===== config.mk =====
export PLATFORM = sky130hd
export DESIGN_NAME = scan_mux
export DESIGN_NICKNAME = d
export VERILOG_FILES = /design/src/rtl/scan_mux.sv
export SDC_FILE = /design/constraint.sdc
export NUM_CORES = 1
export LEC_CHECK = 0
export BUFFER_PORTS_ARGS = -buffer_cell sky130_fd_sc_hd__buf_2
export CAP_MARGIN = 5
export CORE_UTILIZATION = 50
export CTS_BUF_LIST = sky130_fd_sc_hd__clkbuf_4
export DETAILED_ROUTE_END_ITERATION = 10
export PLACE_DENSITY = 0.81
export SLEW_MARGIN = 20
export SYNTH_ARGS = -nofsm -noshare
export SYNTH_HDL_FRONTEND = slang
export SYNTH_SLANG_ARGS = --single-unit

===== constraint.sdc =====
create_clock -name i_clk -period 1.8 [get_ports i_clk]
set_input_delay 0.27 -clock i_clk [delete_from_list [all_inputs] [get_ports i_clk]]
set_output_delay 0.27 -clock i_clk [all_outputs]
set_load 0.005 [all_outputs]

===== src/rtl/scan_mux.sv =====
// Time-multiplexed 7-segment digit scanner: auto scan on a prescaler or manual select.
// Define SCAN_MUX_BLANK_EN to build the auto-mode anti-ghosting blanking window.
module scan_mux #(
    parameter int WIDTH     = 8,
    parameter int CHANNELS  = 4,
    parameter int DIV       = 1000,
    parameter int BLANK_CYC = 2,
    localparam int SW       = $clog2(CHANNELS)
) (
    input  logic                      i_clk,
    input  logic                      i_rst,
    input  logic                      i_en,
    input  logic                      i_mode,
    input  logic [SW-1:0]             i_sel,
    input  logic [CHANNELS*WIDTH-1:0] i_data,
    output logic [WIDTH-1:0]          o_data,
    output logic [CHANNELS-1:0]       o_sel,
    output logic [SW-1:0]             o_idx,
    output logic                      o_tick
);

    localparam int CW = $clog2(DIV);

    logic [CW-1:0]       cnt;
    logic [SW-1:0]       idx;
    logic                oor;
    logic                tick_q;
    logic [WIDTH-1:0]    word;
    logic [CHANNELS-1:0] onehot;
    logic                sel_ok;
    logic                wrap;
    logic                dark;

    always_comb begin
        word   = '0;
        onehot = '0;
        for (int unsigned k = 0; k < CHANNELS; k++) begin
            if (idx == SW'(k)) begin
                word      = i_data[k*WIDTH +: WIDTH];
                onehot[k] = 1'b1;
            end
        end
        sel_ok = ({1'b0, i_sel} < (SW+1)'(CHANNELS));
        wrap   = (cnt == CW'(DIV - 1));
        dark   = oor;
`ifdef SCAN_MUX_BLANK_EN
        // Dead time at the start of every auto digit period; manual mode is never blanked.
        if (!i_mode && (cnt < CW'(BLANK_CYC)))
            dark = 1'b1;
`endif
    end

    always_ff @(posedge i_clk) begin
        if (i_rst) begin
            cnt    <= '0;
            idx    <= '0;
            oor    <= 1'b0;
            tick_q <= 1'b0;
            o_data <= '0;
            o_sel  <= '0;
            o_idx  <= '0;
            o_tick <= 1'b0;
        end else if (!i_en) begin
            tick_q <= 1'b0;
            o_data <= '0;
            o_sel  <= '0;
            o_tick <= 1'b0;
        end else begin
            o_idx  <= idx;
            o_tick <= tick_q;
            o_data <= dark ? '0 : word;
            o_sel  <= dark ? '0 : onehot;
            if (i_mode) begin
                cnt    <= '0;
                tick_q <= 1'b0;
                if (sel_ok) begin
                    idx <= i_sel;
                    oor <= 1'b0;
                end else begin
                    oor <= 1'b1;
                end
            end else begin
                oor <= 1'b0;
                if (wrap) begin
                    cnt    <= '0;
                    tick_q <= 1'b1;
                    idx    <= (idx == SW'(CHANNELS - 1)) ? '0 : idx + SW'(1);
                end else begin
                    cnt    <= cnt + CW'(1);
                    tick_q <= 1'b0;
                end
            end
        end
    end

endmodule


-- Word level (Yosys, flattened, before mapping)
Cells that the tools add are included.
- input port bits: 38
- register bits: 28
- logic and storage cells: 33
- reductions and logical operators: 5
- $add $sub $neg: 2
- muxes and demuxes: 14
- eq/ne operators: 4
- bitwise logic cells: 1
- operators by type and width (kind ; count):
    $mux 8 ; 4
    $mux 10 ; 2
    $add 10x1->10 const B ; 1
    $eq 10x10->1 const B ; 1
    $mux 2 ; 3
    $mux 1 ; 5
    $eq 2x2->1 const B ; 2
    $reduce_or 3->1 ; 1
    $add 2x1->2 const B ; 1
    $eq 2x1->1 const B ; 1
    $logic_not 2->1 ; 1
    $reduce_and 2->1 ; 1
    $reduce_bool 2->1 ; 1
    $reduce_or 2->1 ; 1
    $not 1->1 ; 1

-- Logic depth before layout (Yosys ltp)
- depth after elaboration: 5
- gate-level depth with buffers: 6
- mapped depth without buffers: 5

-- Worst setup path after synthesis
Ideal clock, no wire load.
- path type: reg-to-reg
- from: reg idx[1]
- to: reg o_data[6]
- clock period less this slack: 1.466 ns
- path buffers: 1
- data required time: 1.672 ns
- slack: 0.334 ns
- cell stages (with the launch flop): 7
- arrival: 1.339 ns
- cell sequence: dfxtp_1 > inv_1 > ha_1 > clkbuf_1 > nor2b_1 > a221oi_1 > o31ai_1
- longest elaborated chain between the ends: 5
- elaborated cells between the ends (all ways): 8
- classes of those cells: eq/ne: 3; mux: 4; reduce/logical: 1
- ends and longest elaborated chain (element ; line ; text):
    start, declared ; 25 ; logic [SW-1:0] idx;
    start signal, assigned ; 77 ; idx <= i_sel;
    start signal, assigned ; 87 ; idx <= (idx == SW'(CHANNELS - 1)) ? '0 : idx + SW'(1);
    $logic_not 2->1 ; 38 ; if (idx == SW'(k)) begin
    $mux 8 (3 in a row) ; 38 ;
    $mux 8 (*) ; 38 ;
    end signal, assigned ; 71 ; o_data <= dark ? '0 : word;
    end, declared ; 16 ; output logic [WIDTH-1:0] o_data,
Every way passes the cells marked *; elsewhere a longest branch is shown, timed or not.
A chain may end at the register's enable or synchronous reset.

-- Worst setup path after layout
- from: reg idx[1]
- to: reg o_data[0]
The elaborated chain is that of the path after synthesis.

==> run summary <==
Critical path's largest stage delay - 0.54 ns
Syn_area_per_cell - 9.46 um^2
Slew @ Worst Pin - 0.588 ns
GR Util All Layers - 21.8%
Worst R2R Path Depth - 5
Synth unique cells - 36
Required time of the critical path - 2.02 ns
Max Cap Viol - 0
Post-Route WL - 3100 um
Final antenna-violating net count - 0
Synth Instances - 147
Initial Utilization - 54.6%
Critical path arrival - 1.88 ns
Endpoints failing setup - 0
Post_cts resized - 0
Antenna violations before repair - 0
Ratio of cells with drive above 1 in the final layout - 34.5%
Filler cells - 215
Synthesized area - 1390 um^2
Critical Path Start Type - flop
Number of global-route vias before repair - 1,051
Final Wtd Congestion - 0.739
Synth warn - 0
H-tree depth - 1
Peak VDD IR - 732 uV
Endpoint type of the worst setup path - flop
Rel. slew slack - 60.8%
Setup Crit Path Kind - flop to flop
Core Util, Final - 67.1%
TritonCTS clock tree - yes
P_leak - 0.734 nW
CTS Buffer Depth - 2
Antenna diode count - 0
Full die area - 2990 um^2
First drt pass iteration count - 4
Grt ovf - 0
DR iter-0 viols - 37
Ordered list of cells on the worst path - inv_1 > ha_1 > nor2b_1 > a221oi_1 > o31ai_1
Hold Path Cell Cnt - 3
CTS sink cnt - 28
Fmax - 0.603 GHz
Setup Fix Bufs, Post-CTS - 0
Final Hold Fails - 0
Clock Skew - 0.00891 ns
Setup TNS Final - 0 ns
Fin nets - 238
Die height - 54.7 um
Worst-Skew Late Latency - 0.32 ns
Clk slew on worst S/H paths - 0.14 ns
Tcrit/Tclk final - 92.1%
FP Rows - 18
CTS Hold Bufs - 0
Avg Vias per Cell - 5.66
Max FO, Critical Path - 17
Syn nets - 190
Root Driver - clkbuf_4
Core area - 2540 um^2
Vias post-DR - 1,268
Footprint of the multi-input gates - 781 um^2
PD cells - 719 nW/um^2
I/O Buffers - 52
Sequential Area - 561 um^2
Area growth, synth to finish - 22.8%
Synth area leaders - dfxtp_1 40%, nor2b_1 7.7%, o31ai_1 5.9%
RSZ-0062 raised after global routing - no
First-pass GRT wire length - 4680 um
Post-synthesis sequential area ratio - 40.3%
I/O pin total - 53
Status - completed
Minimum clock period - 1.66 ns
Yosys reg bits - 28
Post-route DRC - 0
Critical path's slowest cell - ha_1
Post-synth top area share - 40.3%
Post-synthesis cell type with the largest combined area - dfxtp_1
Largest net degree at the start of global routing - 18
TritonCTS Buffers - 3
DP HPWL - 2330 um
Die width - 54.7 um
HP Class - input port to flop
Final Slew Violations - 0
Routed len/inst - 13.8 um
==> logic make-up after synthesis <==
| kind of cell | count (synthesis) | synth area share [%] |
|---|---|---|
| xor gates and xnor gates | 4 | 2.52 |
| AOI/OAI and AO/OA | 29 | 16.8 |
| adders and majority gates | 5 | 4.50 |
| and+or+nand+nor | 63 | 27.8 |
| DFF | 28 | 40.3 |
| muxes | 6 | 4.50 |
| buffers and inverters | 12 | 3.51 |
==> metal layers <==
layer	global-route usage (%)	up-vias	wire length (um)
met5	0	-	0
met4	4.27	0	0
met3	6.39	0	248
met2	37.1	57	1510
met1	27.0	573	1340
li1	-	638	-
==> power by group <==
group / total, mW / leakage [nW] / internal (mW) / switching (mW)
registers: 0.651 / 0.227 / 0.641 / 0.00998
logic: 0.178 / 0.478 / 0.0896 / 0.0881
clock network: 0.399 / 0.0279 / 0.225 / 0.174
==> flip-flops by register name, indices dropped and copies added (netlist names) <==
register  cells
o_tick        1
o_idx         2
idx           2
o_data        8
cnt          10
tick_q        1
o_sel         4
==> placed cells by master, fill, tap and decap left out <==
cell / n
buf_2: 52
dfxtp_1: 28
nor2b_1: 17
o31ai_1: 11
a221oi_1: 8
nand3_1: 8
nand2_1: 7
and2_1: 6
nor2_1: 5
nor3_1: 5
ha_1: 5
mux2i_1: 4
a211oi_1: 3
nand4_1: 3
xor2_1: 3
clkbuf_4: 3
inv_1: 2
or4_1: 2
o21ai_0: 2
or3_2: 2
a211oi_2: 2
mux2_2: 2
nand4_4: 1
and4_1: 1
and4bb_2: 1
a41o_1: 1
nand2b_1: 1
a41oi_1: 1
nor4_1: 1
and4b_2: 1
xnor2_1: 1
or3_1: 1
a21oi_1: 1
or4_4: 1
bufinv_16: 1
buf_4: 1
==> critical path, delay by kind of cell, from the launching register on <==
family	cells	cell delay, ns
flops	1	0.36
compound gates	2	0.44
fa+ha+maj	1	0.54
buf+inv	1	0.10
simple gates	1	0.11
==> metrics by stage <==
stage / cells / hold slack [ns] / total power [mW] / setup WS (ns) / instance area [um^2]
floorplan: 147 / 0.402 / 0.768 / 0.334 / 1390
global placement: 220 / 0.416 / 0.836 / 0.233 / 1650
detailed placement: 220 / 0.417 / 0.843 / 0.163 / 1650
CTS: 224 / 0.150 / 1.24 / 0.148 / 1710
global route: 224 / 0.138 / 1.29 / 0.0443 / 1710
finish: 224 / 0.163 / 1.23 / 0.142 / 1710
==> cell usage after synthesis <==
master and number:
and4_1 1, nor3_1 5, and4bb_2 1, a221oi_1 8, and2_1 6, a41o_1 1, o31ai_1 11, or4_1 2
nand4_4 1, mux2_2 2, ha_1 5, and4b_2 1, dfxtp_1 28, nand4_1 3, or4_4 1, a41oi_1 1
nand2_1 7, nand3_1 8, clkbuf_1 6, or3_2 2, buf_2 2, nor2b_1 17, mux2i_1 4, inv_1 2
or3_1 1, a21oi_1 1, xor2_1 3, nor2_1 5, o21ai_0 2, xnor2_1 1, buf_1 1, a211oi_1 3
nor4_1 1, a211oi_2 2, clkbuf_2 1, nand2b_1 1
==> area by class of cell <==
| cell class | instances | share of cell area (%) |
|---|---|---|
| flip-flops and latches | 28 | 32.8 |
| clock buffers | 3 | 1.32 |
| inverters | 2 | 0.440 |
| repair buffers | 53 | 15.7 |
| multi-input cells | 107 | 45.7 |
| clock inverters | 1 | 1.76 |
| well taps | 30 | 2.20 |
==> worst paths after layout <==
kind / endpoint / slack, ns / start
min reg2reg: o_tick$_SDFF_PP0_ / 0.45 / tick_q$_SDFF_PP0_
min: o_data[2]$_SDFF_PP0_ / 0.16 / i_data[26]
max: o_data[0]$_SDFF_PP0_ / 0.14 / idx[1]$_SDFFE_PP0P_
max reg2reg: o_data[0]$_SDFF_PP0_ / 0.14 / idx[1]$_SDFFE_PP0P_
No activity file was read; power rests on OpenSTA's default activity.
